===== src/rtl/mux_scan_sequencer.sv =====
// rtl/mux_scan_sequencer.sv - scans a 4-bit word through an external 4:1 mux and streams the sampled bits
//
// Latches a word, then steps the mux select through addresses 0..3. After each
// select change it waits SETTLE_CYCLES clocks, samples the fed-back mux output,
// and offers it downstream with a valid/ready handshake.
//
// Ports:
//   clk, reset              clock; synchronous active-high reset
//   word_in/valid/ready     word intake handshake (ready only while idle)
//   in0..in3                latched word bits driving the mux data inputs
//   address0, address1      mux select lines, address = {address1, address0}
//   mux_out                 mux output fed back for sampling
//   bit_out/valid/ready     sampled bit handshake to the consumer
//   word_done               one-cycle pulse after the fourth bit is consumed
//   mismatch                sticky flag: a sample disagreed with the latched bit

module mux_scan_sequencer #(
  parameter int SETTLE_CYCLES = 4
) (
  input  logic       clk,
  input  logic       reset,
  input  logic [3:0] word_in,
  input  logic       word_valid,
  output logic       word_ready,
  output logic       in0,
  output logic       in1,
  output logic       in2,
  output logic       in3,
  output logic       address0,
  output logic       address1,
  input  logic       mux_out,
  output logic       bit_out,
  output logic       bit_valid,
  input  logic       bit_ready,
  output logic       word_done,
  output logic       mismatch
);

  typedef enum logic [1:0] {
    IDLE,
    SETTLE,
    EMIT
  } state_t;

  localparam logic [7:0] SETTLE_LAST = 8'(SETTLE_CYCLES - 1);

  state_t     state;
  logic [7:0] settle_cnt;
  logic [1:0] address;
  logic [3:0] latched;

  // Ready is gated by reset directly so it reads 0 for the whole reset window,
  // including the very first edge before the state register is known.
  assign word_ready = (state == IDLE) && !reset;

  assign {in3, in2, in1, in0} = latched;
  assign address0             = address[0];
  assign address1             = address[1];

  always_ff @(posedge clk) begin
    if (reset) begin
      state      <= IDLE;
      settle_cnt <= 8'd0;
      address    <= 2'd0;
      latched    <= 4'd0;
      bit_out    <= 1'b0;
      bit_valid  <= 1'b0;
      word_done  <= 1'b0;
      mismatch   <= 1'b0;
    end else begin
      word_done <= 1'b0;
      case (state)
        IDLE: begin
          if (word_valid) begin
            latched    <= word_in;
            address    <= 2'd0;
            settle_cnt <= 8'd0;
            state      <= SETTLE;
          end
        end

        SETTLE: begin
          settle_cnt <= settle_cnt + 8'd1;
          // The counter starts at 0 on the select-change edge, so matching
          // SETTLE_LAST lands the sample exactly SETTLE_CYCLES edges later.
          if (settle_cnt == SETTLE_LAST) begin
            bit_out   <= mux_out;
            bit_valid <= 1'b1;
            if (mux_out != latched[address]) begin
              mismatch <= 1'b1;
            end
            state <= EMIT;
          end
        end

        EMIT: begin
          if (bit_ready) begin
            bit_valid <= 1'b0;
            if (address == 2'd3) begin
              word_done <= 1'b1;
              address   <= 2'd0;
              state     <= IDLE;
            end else begin
              address    <= address + 2'd1;
              settle_cnt <= 8'd0;
              state      <= SETTLE;
            end
          end
        end

        default: begin
          state <= IDLE;
        end
      endcase
    end
  end

endmodule


===== config.mk =====
export PLATFORM = sky130hd
export DESIGN_NAME = mux_scan_sequencer
export DESIGN_NICKNAME = d
export VERILOG_FILES = /design/src/rtl/mux_scan_sequencer.sv
export SDC_FILE = /design/constraint.sdc
export NUM_CORES = 1
export LEC_CHECK = 0
export ABC_AREA = 0
export ABC_CLOCK_PERIOD_IN_PS = 1500
export CORE_MARGIN = 2
export CORE_UTILIZATION = 44
export DETAILED_ROUTE_END_ITERATION = 16
export PLACE_DENSITY = 0.7
export SYNTH_ARGS = -nofsm -noshare
export SYNTH_HDL_FRONTEND = slang
export SYNTH_SLANG_ARGS = --single-unit

===== constraint.sdc =====
create_clock -name clk -period 1.5 [get_ports clk]
set_input_delay 0.3 -clock clk [delete_from_list [all_inputs] [get_ports clk]]
set_output_delay 0.3 -clock clk [all_outputs]
set_load 0.1 [all_outputs]

Word-level counts from Yosys, hierarchy flattened

Index checks and enable logic that the tools add are counted.
W data, S select, Z words.

Output and inout bits: 11
Word-level logic and storage cells: 55
Bits in registers: 20
Input bits: 9

Multiplexer cells: 19
Reductions and logical operators: 14
Add/sub/neg operators: 2
Bitwise operators: 2
$lt $le $gt $ge: 1
Equal/unequal tests: 9

Operators with widths:

| cell                  | count |
|---|---|
| $mux W8               | 3 |
| $pmux W8 S3           | 1 |
| $mux W2               | 6 |
| $reduce_and A3 Y1     | 4 |
| $add A8 B1 Y8 const B | 1 |
| $eq A8 B2 Y1 const B  | 1 |
| $ne A2 B2 Y1 const B  | 4 |
| $pmux W2 S3           | 1 |
| $mux W1               | 5 |
| $eq A2 B2 Y1 const B  | 2 |
| $pmux W2 S2           | 1 |
| $reduce_and A2 Y1     | 2 |
| $reduce_and A4 Y1     | 1 |
| $reduce_bool A2 Y1    | 2 |
| $lt A2 B3 Y1 const B  | 1 |
| $reduce_bool A3 Y1    | 1 |
| $reduce_or A3 Y1      | 1 |
| $add A2 B1 Y2 const B | 1 |
| $bmux W1 S2           | 1 |
| $eq A2 B1 Y1 const B  | 1 |
| $logic_not A2 Y1      | 1 |
| $not A1 Y1            | 2 |
| $pmux W1 S2           | 1 |
| $logic_and A1 B1 Y1   | 1 |
| 2 further kinds       | 2 |

Depth between registers and ports, before layout

Word-level depth: 4
Depth in mapped cells: 6
Mapped depth without buffers: 5

Least setup slack after synthesis

Ideal clock, no wire load.

Path type: register to output
Start: register state[1]
End: output word_ready
Data arrival time: 2,566 ps
Setup slack: -1,366 ps
Data required time: 1,200 ps
Path buffers: 1
Stages on the path, launching flop included: 3
Path through: dfxtp_1 -> buf_2 -> nor3_1

Cells in the longest elaborated chain, start to end: 2

RTL lines:

| what                     | RTL line | source |
|---|---|---|
| start: declaration       | 47       | `state_t state;` |
| start signal: assignment | 62       | `state <= IDLE;` |
| start signal: assignment | 78       | `state <= SETTLE;` |
| start signal: assignment | 92       | `state <= EMIT;` |
| $logic_not A2 Y1         | 54       | `assign word_ready = (state == IDLE) && !reset;` |
| $logic_and A1 B1 Y1      | 54       |  |
| end: declaration         | 24       | `output logic word_ready,` |

No other way between the ends.

Final worst setup path

Start: register address[0]
End: register settle_cnt[7]

Cells in the longest elaborated chain, start to end: 3

RTL lines:

| what                        | RTL line | source |
|---|---|---|
| start: declaration          | 49       | `logic [1:0] address;` |
| start signal: assignment    | 104      | `address <= address + 2'd1;` |
| $eq A2 B2 Y1                | 99       | `if (address == 2'd3) begin` |
| $ne A2 B2 Y1 (no line)      | -        |  |
| $reduce_and A4 Y1 (no line) | -        |  |
| end signal: assignment      | 83       | `settle_cnt <= settle_cnt + 8'd1;` |
| end: declaration            | 48       | `logic [7:0] settle_cnt;` |

No other way between the ends.
A chain may end at the register's enable or synchronous reset.

==> impl_metrics.tcl <==
set metrics [dict create \
    fp.dieH_um 51.31 \
    drt-wirelength-per-cell_um 13.76 \
    timing.fmax_ghz 0.6822 \
    yosys_warnings 0 \
    rsz0062_at_grt "yes" \
    holdBufCountCts 0 \
    power.net_switching_uw 329.6 \
    first_pass_iters 4 \
    nets 149 \
    switching_share_pct 28.97 \
    num_vias 836 \
    cp-end-kind "register" \
    cts_tree "done" \
    finalWeightedCongestion 0.7154 \
    io_buffers 19 \
    ant_nets 0 \
    cts_buffers 3 \
    stdcell_count 165 \
    synth_compound_area_share_pct 15.50 \
    grt.total_usage_pct 19.78 \
    synth_xor_area_share_pct 7.116 \
    p_total_mw 1.138 \
    cts.sinks 20 \
    io-pin-count 20 \
    grt_max_degree 12 \
    antenna_cells 0 \
    synth_area_um2 984.7 \
    synthAdderAreaFrac_pct 2.541 \
    power.density_nw_per_um2 751.0 \
    grt_pass1_wl_mm 3.801 \
    hpwlAfterDp_mm 1.713 \
    drt-initial-drc-count 6 \
    clock_skew_ns 0.008084 \
    die-area_um2 2632 \
    synth_seq_cells 20 \
    layout_min_cycle_time_ns 1.466 \
    syn_inst 102 \
    p_leak_nw 0.5587 \
    slew_viol_final 0 \
    seq_power_share_pct 48.8 \
    drive_gt1_share_pct 37.96 \
    period_share_pct 97.73 \
    finalSetupTns_ns 0 \
    num_rows 17 \
    area_growth_syn_to_layout_pct 53.88 \
    clockPowerShare_pct 28.5 \
    crit_arrival_ns 1.69 \
    clkTransAtPathRegs_ns 0.12 \
    postRouteWirelength_mm 2.270 \
    cap_viol_max_count 0 \
    maxSlewHeadroom_pct 80.33 \
    grt.overflow.total 0 \
    synthMuxAreaShare_pct 7.370 \
    fp.coreArea_um2 2170 \
    yosysUniqueCellTypes 35 \
    synth_seq_area_share_pct 40.66 \
    crit_required_ns 1.72 \
    clock_latency_ns 0.31 \
    crit_fanout 7 \
    internal-power_uw 808.3 \
    avgSynthCellArea_um2 9.654 \
    start_util_pct 45.39 \
    ir_worst_vdd_uv 555.3 \
    hold_viol 0 \
    cts_buffer_depth 2 \
    finalSetupViolations 0 \
    synth_simple_gate_area_share_pct 23.13 \
    post-place-cells 159 \
    outcome "finished clean" \
    routed_via_density 5.067 \
    startpoint_type "register" \
    p_comb_share_pct 22.6 \
    first_global_vias 875 \
    synth_top_family_by_area "simple AND/OR/NAND/NOR gates" \
    dieWidth_um 51.31 \
    syn_nets 113 \
    path_class "reg2reg" \
    hp-class "in2reg" \
    grt_antenna_before_repair 0 \
    drc 0 \
    h-tree-depth 1 \
    tightest_slew_ns 0.2943 \
    cts_root_buffer "clkbuf_4" \
]
repair_timing:
action | in CTS | in global routing
buffers inserted | 2 | 1
pin swaps | 1 | 0
resized for setup | 4 | 3
gates cloned | 0 | 0
endpoints found under the setup margin | 1 | 10
cell families after synthesis:
family                   Yosys count
AND/OR/NAND/NOR                   39
AO/OA/AOI/OAI                     18
multiplexers                       6
XOR/XNOR                           8
buffers and inverters              9
flip-flops                        20
adder cells (fa/ha/maj)            2
cell usage after synthesis, drive strengths merged:
library cell,instances,share of area (%)
o21ai,1,0.51
mux4,1,2.3
inv,5,1.9
o21ba,1,1.0
nand4bb,1,2.8
or4b,1,1.0
or2,1,0.64
nand2b,1,0.64
buf,2,1.0
nor2,17,6.7
or3b,1,0.89
a211oi,4,3.0
a2111oi,1,2.8
nand2,5,1.9
xnor2,7,6.2
a22oi,3,2.3
ha,2,2.5
o22ai,1,0.64
nor3b,2,2.0
nor3,2,1.0
clkbuf,2,0.76
nand3,2,1.0
nor4b,1,0.89
mux2i,5,5.1
nand4,1,0.64
dfxtp,20,41
nand3b,2,1.5
xor2,1,0.89
and2,1,0.76
o21bai,2,2.7
a21oi,5,2.5
nor2b,1,0.64
worst max-delay path, stage by stage (launching register included):
cell and delay (ns):
dfxtp_4 0.39, ha_4 0.17, nand4bb_4 0.25, a2111oi_4 0.35, xnor2_1 0.17, nor2_2 0.04
metal layers:
metal / global-route usage, % / up-vias / wire length, um
met5: 0 / - / 0
li1: - / 427 / -
met2: 36.15 / 19 / 1219
met3: 5.263 / 5 / 113
met4: 11.40 / 0 / 52
met1: 20.04 / 385 / 885
area by class of cell:
class,instances,area [um^2]
sequential,20,420.4
timing repair buffer,35,426.7
tap,28,35.03
multi-input combinational,73,578.1
clock buffer,4,36.28
inverter,5,18.77
fill,171,654.4
power by group through the flow:
stage          Combinational, mW  Clock, mW  Sequential, mW
2_1_floorplan             0.0923          0           0.616
3_3_place_gp               0.245          0           0.572
3_5_place_dp               0.249          0           0.573
4_1_cts                    0.258      0.332           0.555
5_1_grt                    0.274      0.358           0.557
6_report                   0.258      0.325           0.556
placed cells by master, fill, tap and decap left out, drive strengths merged, types with 2 or more instances in the layout:
master and instances:
buf 27, dfxtp 20, nor2 17, xnor2 7, clkdlybuf4s50 7, a21oi 5, inv 5, nand2 5
mux2i 5, a211oi 4, clkbuf 4, a22oi 3, nand3b 2, nand3 2, nor3 2, o21bai 2
nor3b 2, ha 2
through the flow:
stage          instance area, um^2  hold slack [ns]  setup WS (ns)  util [%]
6_report                      1515           0.4638        0.03409     69.84
5_1_grt                       1515           0.4898       -0.05929     69.84
4_1_cts                       1495           0.5137       0.005717     68.92
3_5_place_dp                  1444           0.4961        -0.2641     66.55
3_3_place_gp                  1444           0.4820        -0.2113     66.55
2_1_floorplan                 1021           0.3691       -0.08275         -
path summary, 6_finish.rpt:
path	startpoint	end	slack, ns	depth (start not counted)
worst min-delay path	reset	bit_valid	0.46	4
worst max register to register	address[0]	settle_cnt[7]	0.03	5
worst max-delay path	address[0]	settle_cnt[7]	0.03	5
worst min register to register	bit_valid	bit_valid	0.51	2
sequential cells by signal, indices dropped and copies added, names as in the netlist:
signal      count
bit_valid       1
bit_out         1
mismatch        1
latched         4
word_done       1
state           2
address         2
settle_cnt      8
No activity file was read; power rests on OpenSTA's default activity.
